## config.mk

```make
export PLATFORM = sky130hd
export DESIGN_NAME = axi4l_gpio_irq_flat
export DESIGN_NICKNAME = d
export VERILOG_FILES = /design/src/rtl/axi4l_gpio_irq_if.sv /design/src/rtl/axi4l_gpio_irq.sv /design/src/flat_wrapper.sv
export SDC_FILE = /design/constraint.sdc
export NUM_CORES = 1
export LEC_CHECK = 0
export CORE_ASPECT_RATIO = 0.7
export CORE_MARGIN = 1
export CORE_UTILIZATION = 35
export DETAILED_ROUTE_END_ITERATION = 10
export PLACE_DENSITY = 0.62
export SETUP_SLACK_MARGIN = 0.05
export SYNTH_ARGS = -nofsm -noshare
export SYNTH_HDL_FRONTEND = slang
export SYNTH_SLANG_ARGS = --single-unit
```

## constraint.sdc

```tcl
create_clock -name axi_aclk -period 6.7 [get_ports axi_aclk]
set_input_delay 1.34 -clock axi_aclk [delete_from_list [all_inputs] [get_ports axi_aclk]]
set_output_delay 1.34 -clock axi_aclk [all_outputs]
set_load 0.01 [all_outputs]
```

## src/rtl/axi4l_gpio_irq_if.sv

```systemverilog
// rtl/axi4l_gpio_irq_if.sv - AXI4-Lite bus bundle (clock, reset and the five channels) for the GPIO slave
interface axi4l_if;
  logic        aclk;
  logic        aresetn;
  logic [31:0] awaddr;
  logic        awvalid;
  logic        awready;
  logic [31:0] wdata;
  logic [3:0]  wstrb;
  logic        wvalid;
  logic        wready;
  logic [1:0]  bresp;
  logic        bvalid;
  logic        bready;
  logic [31:0] araddr;
  logic        arvalid;
  logic        arready;
  logic [31:0] rdata;
  logic [1:0]  rresp;
  logic        rvalid;
  logic        rready;

  modport master (
    input  aclk, aresetn,
    output awaddr, awvalid, wdata, wstrb, wvalid, bready, araddr, arvalid, rready,
    input  awready, wready, bresp, bvalid, arready, rdata, rresp, rvalid
  );

  modport slave (
    input  aclk, aresetn,
    input  awaddr, awvalid, wdata, wstrb, wvalid, bready, araddr, arvalid, rready,
    output awready, wready, bresp, bvalid, arready, rdata, rresp, rvalid
  );
endinterface

```

## src/rtl/axi4l_gpio_irq.sv

```systemverilog
// rtl/axi4l_gpio_irq.sv - AXI4-Lite GPIO with per-pin level/edge interrupts
// Optional input debounce filter and DEBOUNCE register enabled by GPIO_DEBOUNCE_EN.
module axi4l_gpio_irq #(
  parameter int WIDTH       = 32,
  parameter int SYNC_STAGES = 2
) (
  axi4l_if.slave           axi,
  input  logic [WIDTH-1:0] gpio_i,
  output logic [WIDTH-1:0] gpio_o,
  output logic [WIDTH-1:0] gpio_en,
  output logic             gpio_irq
);
  localparam logic [1:0] RESP_OKAY   = 2'b00;
  localparam logic [1:0] RESP_SLVERR = 2'b10;
  localparam logic [9:0] A_DATA_IN    = 10'd0;
  localparam logic [9:0] A_DATA_OUT   = 10'd1;
  localparam logic [9:0] A_DIR        = 10'd2;
  localparam logic [9:0] A_IRQ_EN     = 10'd3;
  localparam logic [9:0] A_IRQ_TYPE   = 10'd4;
  localparam logic [9:0] A_IRQ_POL    = 10'd5;
  localparam logic [9:0] A_IRQ_STATUS = 10'd6;
  localparam logic [9:0] A_OUT_SET    = 10'd7;
  localparam logic [9:0] A_OUT_CLR    = 10'd8;
  localparam logic [9:0] A_DEBOUNCE   = 10'd9;
`ifdef GPIO_DEBOUNCE_EN
  localparam logic [9:0] LAST_IDX = A_DEBOUNCE;
`else
  localparam logic [9:0] LAST_IDX = A_OUT_CLR;
`endif

  logic clk, rst_n;
  assign clk   = axi.aclk;
  assign rst_n = axi.aresetn;

  logic [WIDTH-1:0] data_out_q, dir_q, irq_en_q, irq_type_q, irq_pol_q, irq_status_q;
  logic [WIDTH-1:0] sync_q [SYNC_STAGES];
  logic [WIDTH-1:0] pin_s, pin_d_q;

  always_ff @(posedge clk or negedge rst_n) begin
    if (!rst_n) begin
      for (int i = 0; i < SYNC_STAGES; i++) sync_q[i] <= '0;
    end else begin
      sync_q[0] <= gpio_i;
      for (int i = 1; i < SYNC_STAGES; i++) sync_q[i] <= sync_q[i-1];
    end
  end

`ifdef GPIO_DEBOUNCE_EN
  logic [15:0]      debounce_q;
  logic [WIDTH-1:0] filt_q;
  logic [15:0]      db_cnt_q [WIDTH];

  // Counter tracks consecutive cycles the synchronised pin disagrees with the filtered value.
  always_ff @(posedge clk or negedge rst_n) begin
    if (!rst_n) begin
      filt_q <= '0;
      for (int i = 0; i < WIDTH; i++) db_cnt_q[i] <= '0;
    end else begin
      for (int i = 0; i < WIDTH; i++) begin
        if (sync_q[SYNC_STAGES-1][i] != filt_q[i]) begin
          if (db_cnt_q[i] >= debounce_q) begin
            filt_q[i]   <= sync_q[SYNC_STAGES-1][i];
            db_cnt_q[i] <= '0;
          end else begin
            db_cnt_q[i] <= db_cnt_q[i] + 16'd1;
          end
        end else begin
          db_cnt_q[i] <= '0;
        end
      end
    end
  end
  assign pin_s = filt_q;
`else
  assign pin_s = sync_q[SYNC_STAGES-1];
`endif

  logic        aw_held_q, w_held_q, bvalid_q;
  logic [1:0]  bresp_q;
  logic [9:0]  aw_idx_q;
  logic [31:0] w_data_q;
  logic [3:0]  w_strb_q;
  logic        aw_take, w_take, wr_go, wr_ok;
  logic [9:0]  wr_idx;
  logic [31:0] wr_data, byte_mask;
  logic [3:0]  wr_strb;
  logic [WIDTH-1:0] wr_mask, wr_bits, w1c_bits;
  logic [WIDTH-1:0] edge_ev, level_ev, irq_set;

  assign axi.awready = ~aw_held_q;
  assign axi.wready  = ~w_held_q;
  assign axi.bvalid  = bvalid_q;
  assign axi.bresp   = bresp_q;

  // A half that arrives alone parks in the skid register until its partner shows up.
  assign aw_take = axi.awvalid & ~aw_held_q;
  assign w_take  = axi.wvalid & ~w_held_q;
  assign wr_go   = (aw_held_q | aw_take) & (w_held_q | w_take) & ~bvalid_q;
  assign wr_idx  = aw_held_q ? aw_idx_q : axi.awaddr[11:2];
  assign wr_data = w_held_q ? w_data_q : axi.wdata;
  assign wr_strb = w_held_q ? w_strb_q : axi.wstrb;
  assign wr_ok   = (wr_idx <= LAST_IDX);

  always_comb begin
    byte_mask = '0;
    for (int b = 0; b < 4; b++) byte_mask[8*b +: 8] = {8{wr_strb[b]}};
  end
  assign wr_mask  = byte_mask[WIDTH-1:0];
  assign wr_bits  = wr_data[WIDTH-1:0] & wr_mask;
  assign w1c_bits = (wr_go && wr_idx == A_IRQ_STATUS) ? wr_bits : '0;

  assign edge_ev  = (irq_pol_q & pin_s & ~pin_d_q) | (~irq_pol_q & ~pin_s & pin_d_q);
  assign level_ev = ~(pin_s ^ irq_pol_q);
  assign irq_set  = irq_en_q & ((irq_type_q & edge_ev) | (~irq_type_q & level_ev));

  always_ff @(posedge clk or negedge rst_n) begin
    if (!rst_n) begin
      aw_held_q    <= 1'b0;
      w_held_q     <= 1'b0;
      bvalid_q     <= 1'b0;
      bresp_q      <= RESP_OKAY;
      aw_idx_q     <= '0;
      w_data_q     <= '0;
      w_strb_q     <= '0;
      data_out_q   <= '0;
      dir_q        <= '0;
      irq_en_q     <= '0;
      irq_type_q   <= '0;
      irq_pol_q    <= '0;
      irq_status_q <= '0;
      pin_d_q      <= '0;
      gpio_irq     <= 1'b0;
`ifdef GPIO_DEBOUNCE_EN
      debounce_q   <= '0;
`endif
    end else begin
      pin_d_q      <= pin_s;
      // A fresh event beats a simultaneous write-1-to-clear.
      irq_status_q <= (irq_status_q & ~w1c_bits) | irq_set;
      gpio_irq     <= |(irq_status_q & irq_en_q);
      if (wr_go) begin
        aw_held_q <= 1'b0;
        w_held_q  <= 1'b0;
        bvalid_q  <= 1'b1;
        bresp_q   <= wr_ok ? RESP_OKAY : RESP_SLVERR;
        case (wr_idx)
          A_DATA_OUT: data_out_q <= (data_out_q & ~wr_mask) | wr_bits;
          A_DIR:      dir_q      <= (dir_q & ~wr_mask) | wr_bits;
          A_IRQ_EN:   irq_en_q   <= (irq_en_q & ~wr_mask) | wr_bits;
          A_IRQ_TYPE: irq_type_q <= (irq_type_q & ~wr_mask) | wr_bits;
          A_IRQ_POL:  irq_pol_q  <= (irq_pol_q & ~wr_mask) | wr_bits;
          A_OUT_SET:  data_out_q <= data_out_q | wr_bits;
          A_OUT_CLR:  data_out_q <= data_out_q & ~wr_bits;
`ifdef GPIO_DEBOUNCE_EN
          A_DEBOUNCE: debounce_q <= (debounce_q & ~byte_mask[15:0]) | (wr_data[15:0] & byte_mask[15:0]);
`endif
          default: ;
        endcase
      end else begin
        if (aw_take) begin
          aw_held_q <= 1'b1;
          aw_idx_q  <= axi.awaddr[11:2];
        end
        if (w_take) begin
          w_held_q <= 1'b1;
          w_data_q <= axi.wdata;
          w_strb_q <= axi.wstrb;
        end
        if (bvalid_q && axi.bready) bvalid_q <= 1'b0;
      end
    end
  end

  assign gpio_o  = data_out_q;
  assign gpio_en = dir_q;

  logic        rvalid_q, ar_take;
  logic [1:0]  rresp_q;
  logic [31:0] rdata_q, rd_val;
  logic [9:0]  rd_idx;

  assign rd_idx      = axi.araddr[11:2];
  assign axi.arready = ~(rvalid_q & ~axi.rready);
  assign ar_take     = axi.arvalid & axi.arready;
  assign axi.rvalid  = rvalid_q;
  assign axi.rdata   = rdata_q;
  assign axi.rresp   = rresp_q;

  always_comb begin
    rd_val = '0;
    case (rd_idx)
      A_DATA_IN:    rd_val = 32'(pin_s);
      A_DATA_OUT:   rd_val = 32'(data_out_q);
      A_DIR:        rd_val = 32'(dir_q);
      A_IRQ_EN:     rd_val = 32'(irq_en_q);
      A_IRQ_TYPE:   rd_val = 32'(irq_type_q);
      A_IRQ_POL:    rd_val = 32'(irq_pol_q);
      A_IRQ_STATUS: rd_val = 32'(irq_status_q);
`ifdef GPIO_DEBOUNCE_EN
      A_DEBOUNCE:   rd_val = 32'(debounce_q);
`endif
      default:      rd_val = '0;
    endcase
  end

  always_ff @(posedge clk or negedge rst_n) begin
    if (!rst_n) begin
      rvalid_q <= 1'b0;
      rdata_q  <= '0;
      rresp_q  <= RESP_OKAY;
    end else if (ar_take) begin
      rvalid_q <= 1'b1;
      rdata_q  <= rd_val;
      rresp_q  <= (rd_idx <= LAST_IDX) ? RESP_OKAY : RESP_SLVERR;
    end else if (axi.rready) begin
      rvalid_q <= 1'b0;
    end
  end

  logic unused_addr_bits;
  assign unused_addr_bits = ^{axi.awaddr[31:12], axi.awaddr[1:0], axi.araddr[31:12], axi.araddr[1:0]};
endmodule

```

## src/flat_wrapper.sv

```systemverilog
// flat-port wrapper written by rule: the top's interface ports become plain ports
module axi4l_gpio_irq_flat 
#(
  parameter int WIDTH       = 32,
  parameter int SYNC_STAGES = 2
)
  (gpio_i, gpio_o, gpio_en, gpio_irq, axi_aclk, axi_aresetn, axi_awaddr, axi_awvalid, axi_wdata, axi_wstrb, axi_wvalid, axi_bready, axi_araddr, axi_arvalid, axi_rready, axi_awready, axi_wready, axi_bresp, axi_bvalid, axi_arready, axi_rdata, axi_rresp, axi_rvalid);
  axi4l_if axi_i ();
  input  logic [WIDTH-1:0] gpio_i;
  output logic [WIDTH-1:0] gpio_o;
  output logic [WIDTH-1:0] gpio_en;
  output logic gpio_irq;
  input wire logic [$bits(axi_i.aclk)-1:0] axi_aclk;
  input wire logic [$bits(axi_i.aresetn)-1:0] axi_aresetn;
  input wire logic [$bits(axi_i.awaddr)-1:0] axi_awaddr;
  input wire logic [$bits(axi_i.awvalid)-1:0] axi_awvalid;
  input wire logic [$bits(axi_i.wdata)-1:0] axi_wdata;
  input wire logic [$bits(axi_i.wstrb)-1:0] axi_wstrb;
  input wire logic [$bits(axi_i.wvalid)-1:0] axi_wvalid;
  input wire logic [$bits(axi_i.bready)-1:0] axi_bready;
  input wire logic [$bits(axi_i.araddr)-1:0] axi_araddr;
  input wire logic [$bits(axi_i.arvalid)-1:0] axi_arvalid;
  input wire logic [$bits(axi_i.rready)-1:0] axi_rready;
  output wire logic [$bits(axi_i.awready)-1:0] axi_awready;
  output wire logic [$bits(axi_i.wready)-1:0] axi_wready;
  output wire logic [$bits(axi_i.bresp)-1:0] axi_bresp;
  output wire logic [$bits(axi_i.bvalid)-1:0] axi_bvalid;
  output wire logic [$bits(axi_i.arready)-1:0] axi_arready;
  output wire logic [$bits(axi_i.rdata)-1:0] axi_rdata;
  output wire logic [$bits(axi_i.rresp)-1:0] axi_rresp;
  output wire logic [$bits(axi_i.rvalid)-1:0] axi_rvalid;
  assign axi_i.aclk = axi_aclk;
  assign axi_i.aresetn = axi_aresetn;
  assign axi_i.awaddr = axi_awaddr;
  assign axi_i.awvalid = axi_awvalid;
  assign axi_i.wdata = axi_wdata;
  assign axi_i.wstrb = axi_wstrb;
  assign axi_i.wvalid = axi_wvalid;
  assign axi_i.bready = axi_bready;
  assign axi_i.araddr = axi_araddr;
  assign axi_i.arvalid = axi_arvalid;
  assign axi_i.rready = axi_rready;
  assign axi_awready = axi_i.awready;
  assign axi_wready = axi_i.wready;
  assign axi_bresp = axi_i.bresp;
  assign axi_bvalid = axi_i.bvalid;
  assign axi_arready = axi_i.arready;
  assign axi_rdata = axi_i.rdata;
  assign axi_rresp = axi_i.rresp;
  assign axi_rvalid = axi_i.rvalid;
  axi4l_gpio_irq #(.WIDTH(WIDTH), .SYNC_STAGES(SYNC_STAGES)) u_core (.axi(axi_i), .gpio_i(gpio_i), .gpio_o(gpio_o), .gpio_en(gpio_en), .gpio_irq(gpio_irq));
endmodule
```

==> results.tsv, run 1 <==
metric	value	unit
dp_hpwl	39600	um
first_iter_violations	1526	
cts_resized	0	
regToRegStartpoint	u_core.aw_held_q	
core	49900	um2
cp-start-kind	primary input	
fmax	0.235	GHz
vias	14134	
initial_core_util	0.359	
layout_setup_ws	2450	ps
seq_area_frac_synth	0.521	
crit_fanout	15	
grtUsageTotal	0.226	
ir_drop	157	uV
cts_buffers	39	
pin_count	245	
yosys_warnings	0	
fin_tns_setup	0	ps
synth_top_cell_by_area	dfrtp_1	
antenna_left	0	
overflow	0	
synth_top_area_share	0.521	
final_net_count	2019	
insertion_delay	550	ps
min_from	u_core.sync_q[46]	
syn_to_final_growth	22.7	%
async_flop_share	1.00	
yosys-top-cells-area	dfrtp_1, mux2_2, nand2_1, ha_1, o21ai_0	
hold_viol	0	
cts-root-buf	clkbuf_16	
num_rows	68	
preCtsSetupSlack	1900	ps
h-tree-depth	2	
final_common_cell	dfrtp_1	
fin_crit	4250	ps
crit_path_end_kind	flip-flop	
routedWlPerCell	23.5	um
grt_max_degree	167	
power	6.92	mW
yosysUniqueCellTypes	60	
critPathRequiredTime	7120	ps
skew	23.0	ps
ctsHoldBuffers	0	
via_per_inst	5.64	
rsz0062_at_grt	no	
clkSlewWorstSetupHoldPaths	60	ps
final-setup-viol-count	0	
syn_area_per_cell	11.0	um2
grt_pass1_wl	88600	um
dieArea	52100	um2
min_path_type	flip-flop to flip-flop	
cts_tree	built	
path_class	primary input to flip-flop	
maxSlewViolCount	0	
synth_seq_cells	373	
synth_flop_cell	dfrtp_1	
layout_common_cells	dfrtp_1, nand2_1, clkdlybuf4s50_1, mux2_2, o21ai_0	
layout-drive-gt1-share	0.166	
place.port_buffers	198	
cap_violations	0	
worst_pin_slew	1320	ps
netlist_instances	1630	
drc_errors	0	
place_congestion	0.893	
synth_edf_count	0	
run_status	finished clean	
die_x	272	um
grt_pass1_vias	13935	
wl	58900	um
antenna_found_initial	3	
netlist_area	17900	um2
post_cts_buffers	0	
clockBufferDepth	3	
crit_arrival	4670	ps
relSlewSlack	0.119	
dr.pass1.iters	5	
leakage	9.39	nW
critical_path.startpoint	axi_awaddr[8]	
cts_sinks	373	
fp.dieH	191	um
powerDensity	315	nW/um2
timing.final.crit_share	0.634	
==> synth_stat cells (4+ instances only) <==
library cell  number
a222oi_1           5
buf_1             12
nor3_4             4
o2111ai_1          8
buf_2             17
a22oi_1           46
a221o_1           11
ha_1              64
nand4_2            4
a21oi_1           82
dfrtp_1          373
o41ai_1           32
nand2_1          235
nor2b_1            5
or4_1              4
o21ai_0          138
buf_4              4
and2_1             5
clkbuf_1          54
a22o_1            13
nor2_1            24
o2bb2ai_1         18
nand3_1           41
a221oi_1           9
mux2i_1           61
o221ai_1          32
nor3_1             7
mux4_2             7
inv_1            100
mux2_2           165
==> per-layer routing <==
layer | vias to the layer above | wire length [um] | share of wire | global-route usage
met4 | 2 | 1260 | 0.021 | 0.0579
met1 | 7161 | 26000 | 0.44 | 0.319
met5 | - | 13 | 0.00022 | 0
met3 | 100 | 4980 | 0.085 | 0.0442
met2 | 603 | 26600 | 0.45 | 0.353
li1 | 6268 | - | - | -
==> worst paths after layout <==
| kind | slack (ps) | to | cells past startpoint |
|---|---|---|---|
| worst max-delay path | 2450 | flip-flop | 7 |
| worst min-delay path | 350 | u_core.pin_s[14] | 0 |
| worst max register to register | 2930 | flip-flop | 6 |
| worst min register to register | 350 | u_core.pin_s[14] | 0 |
| max in group asynchronous | 4430 | u_core.w_data_q[13] | 2 |
| min in group asynchronous | 830 | async pin | 1 |
==> stage by stage <==
step | area [um2] | hold slack (ps) | instances | utilization
3_3_place_gp | 20700 | 334 | 2440 | 0.414
5_1_grt | 22000 | 349 | 2507 | 0.440
4_1_cts | 22000 | 347 | 2505 | 0.440
3_5_place_dp | 20700 | 335 | 2440 | 0.414
6_report | 22000 | 346 | 2507 | 0.440
2_1_floorplan | 17900 | 331 | 1631 | -
==> area by class of cell <==
type | instances | area, um2
Sequential cell | 373 | 9340
Clock inverter | 17 | 223
Timing Repair Buffer | 231 | 2230
Antenna cell | 2 | 5.00
Inverter | 100 | 375
Tap cell | 665 | 832
Clock buffer | 48 | 1080
Multi-Input combinational cell | 1071 | 7910
Fill cell | 4614 | 28000
==> kinds of logic after synthesis <==
kind of cell               count (synthesis)  share of synthesized area
DFF                                      373                      0.521
muxes                                    233                      0.147
buffers and inverters                    187                     0.0412
AOI/OAI and AO/OA                        416                      0.155
and+or+nand+nor                          356                     0.0911
adders and majority gates                 64                     0.0447
other                                      1                   0.000209
==> where the power goes <==
| group | switching (mW) | internal [mW] | total [mW] |
|---|---|---|---|
| registers | 0.316 | 2.54 | 2.86 |
| logic | 1.04 | 0.768 | 1.81 |
| clock network | 0.921 | 1.33 | 2.26 |
==> critical path, stage by stage <==
cell and delay (ps):
clkdlybuf4s50_1 410, or4_1 540, nor4_2 140, buf_4 260
o21a_1 770, nand4_2 700, mux2_2 490
Note: power is estimated with default switching activity, not from simulation.
==> run 2: changes to the inputs <==
--- a/config.mk
+++ b/config.mk
@@ -9,7 +9,7 @@
 export CORE_MARGIN = 1
 export CORE_UTILIZATION = 35
 export DETAILED_ROUTE_END_ITERATION = 10
-export PLACE_DENSITY = 0.62
+export PLACE_DENSITY = 0.64
 export SETUP_SLACK_MARGIN = 0.05
 export SYNTH_ARGS = -nofsm -noshare
 export SYNTH_HDL_FRONTEND = slang
==> constraint.sdc (replaced) <==
create_clock -name axi_aclk -period 3.9 [get_ports axi_aclk]
set_input_delay 0.78 -clock axi_aclk [delete_from_list [all_inputs] [get_ports axi_aclk]]
set_output_delay 0.78 -clock axi_aclk [all_outputs]
set_load 0.01 [all_outputs]
==> run 2 against run 1 <==
Effect of this change:
- final cell count grew 1.4%
- register-to-register slack lost 2000 ps
- critical path depth is the same
- routed wire length shrank 0.42%
- worst hold slack lost 110 ps
- clock power grew 79%
- total power grew 75%
- cell area grew 1.4%
- via count grew 0.79%
- first-iteration DRC count shrank 14%
==> results.tsv, run 2 (synthesis results as in run 1) <==
metric	value	unit	change
run_status	finished clean		
relSlewSlack	0.144		+0.0243
cts_resized	0		unchanged
via_per_inst	5.61		-0.56%
antenna_left	0		unchanged
first_iter_violations	1309		-14%
p_sw	3.95	mW	+73%
grt_pass1_vias	14387		+3.2%
p_comb_frac	0.261		about the same
crit_path_end_kind	flip-flop		
fin_cells	2541		+1.4%
switching_share	0.326		-0.00311
cts_sinks	373		unchanged
hold_viol	0		unchanged
layout-drive-gt1-share	0.176		+0.00935
clkSlewWorstSetupHoldPaths	60	ps	about the same
cp-start-kind	primary input		
fmax	0.324	GHz	
pin_count	245		unchanged
worst_pin_slew	1280	ps	-35.2 ps
final_common_cell	dfrtp_1		
wl	58600	um	-0.42%
dp_hpwl	41200	um	+4.0%
slowest_stage	or4_1		
core	49900	um2	unchanged
die_x	272	um	unchanged
crit_arrival	3510	ps	-1160 ps
powerDensity	543	nW/um2	+72%
fp.dieH	191	um	unchanged
antenna_found_initial	3		unchanged
rsz0062_at_grt	no		
cpPeakStageDelay	550	ps	-220 ps
syn_to_final_growth	24.5	%	
p_seq_frac	0.406		-0.007
initial_core_util	0.359		unchanged
fin_tns_setup	0	ps	unchanged
fin_crit	3090	ps	
ctsHoldBuffers	0		unchanged
skew	23.1	ps	+0.0495 ps
critPathRequiredTime	4320	ps	-2800 ps
cts_buffers	39		unchanged
grt_pass1_wl	88600	um	about the same
grt_max_degree	94		-44%
post_cts_buffers	0		unchanged
routedWlPerCell	23.1	um	-1.8%
cp_num_buf_inv	2		unchanged
grtUsageTotal	0.225		-0.00104
clkPwrFrac	0.333		+0.007
clockBufferDepth	3		unchanged
final-setup-viol-count	0		unchanged
placed_area	20900	um2	+1.2%
final_cell_area	22300	um2	+1.4%
cts_tree	built		
place_congestion	0.902		+0.99%
dp_cells	2468		+1.1%
final_net_count	2047		+1.4%
h-tree-depth	2		unchanged
ir_drop	274	uV	+75%
dieArea	52100	um2	unchanged
worstPathCellList	clkdlybuf4s50_1 -> or4_1 -> nor4_2 -> buf_4 -> o21a_1 -> nand4_2 -> mux2_2		
timing.final.crit_share	0.793		
vias	14246		+0.79%
overflow	0		unchanged
p_int	8.17	mW	+76%
maxSlewViolCount	0		unchanged
min_path_type	primary input to async pin		
dr.pass1.iters	5		unchanged
power	12.1	mW	+75%
place.port_buffers	198		unchanged
insertion_delay	550	ps	about the same
regArea	9340	um2	unchanged
leakage	9.57	nW	+2.0%
cap_violations	0		unchanged
fill_cells	4614		unchanged
path_class	primary input to flip-flop		
cts-root-buf	clkbuf_16		
drc_errors	0		unchanged
cp_top_family	simple AND/OR/NAND/NOR gates		
num_rows	68		unchanged
crit_fanout	13		-2
layout_common_cells	dfrtp_1, nand2_1, clkdlybuf4s50_1, mux2_2, o21ai_0		
multiInputGateArea	7880	um2	-0.35%
-- run 2: cell count changes in the layout (fill, tap and decap cells not counted), sizes merged --
| cell | delta |
|---|---|
| buf | +28 |
| bufinv | +1 |
| clkbuf | +7 |
| clkinv | -3 |
| diode | +1 |
-- run 2: layout make-up --
class | instances | area share
Clock buffer | 55 | 0.0509
Multi-Input combinational cell | 1071 | 0.353
Inverter | 100 | 0.0168
Timing Repair Buffer | 259 | 0.112
Sequential cell | 373 | 0.419
Antenna cell | 3 | 0.000337
Tap cell | 665 | 0.0373
Clock inverter | 15 | 0.0105
-- run 2: power groups by stage --
stage	logic, mW	registers (mW)	clock network, mW
global placement	3.06	4.93	0
CTS	3.14	4.90	4.11
floorplan	1.99	4.76	0
global route	3.41	4.98	4.28
finish	3.16	4.91	4.04
detailed placement	3.13	4.97	0
-- run 2: layer usage --
| layer | vias to the layer above | track usage | wire [um] |
|---|---|---|---|
| met5 | - | 0 | 0 |
| met4 | 0 | 0.0577 | 1430 |
| met3 | 98 | 0.0686 | 5510 |
| met2 | 618 | 0.345 | 26100 |
| met1 | 7192 | 0.307 | 25600 |
| li1 | 6338 | - | - |
-- run 2: worst paths after layout --
path / slack [ps] / endpoint / cells after the start / startpoint
setup / recovery: 810 / flip-flop / 7 / axi_awaddr[8]
hold / removal: 230 / u_core.sync_q[57] / 1 / axi_aresetn
setup reg to reg: 920 / flip-flop / 6 / u_core.aw_held_q
hold reg to reg: 350 / u_core.pin_s[10] / 0 / u_core.sync_q[42]
max in group asynchronous: 2630 / u_core.sync_q[63] / 2 / axi_aresetn
min in group axi_aclk: 350 / u_core.pin_s[10] / 0 / u_core.sync_q[42]
-- run 2: worst reg2reg max path, delay by kind of cell, from the launching register on --
family | cells | cell delay, ps
AO/OA/AOI/OAI | 1 | 400
multiplexers | 1 | 450
buffers and inverters | 2 | 500
flip-flops | 1 | 720
AND/OR/NAND/NOR | 2 | 820
-- run 2: metrics by stage --
stage,worst slack (ps),hold WS (ps),util
detailed placement,271,335,0.419
floorplan,1290,331,-
global route,736,270,0.447
global placement,319,335,0.419
CTS,841,277,0.446
finish,809,233,0.447
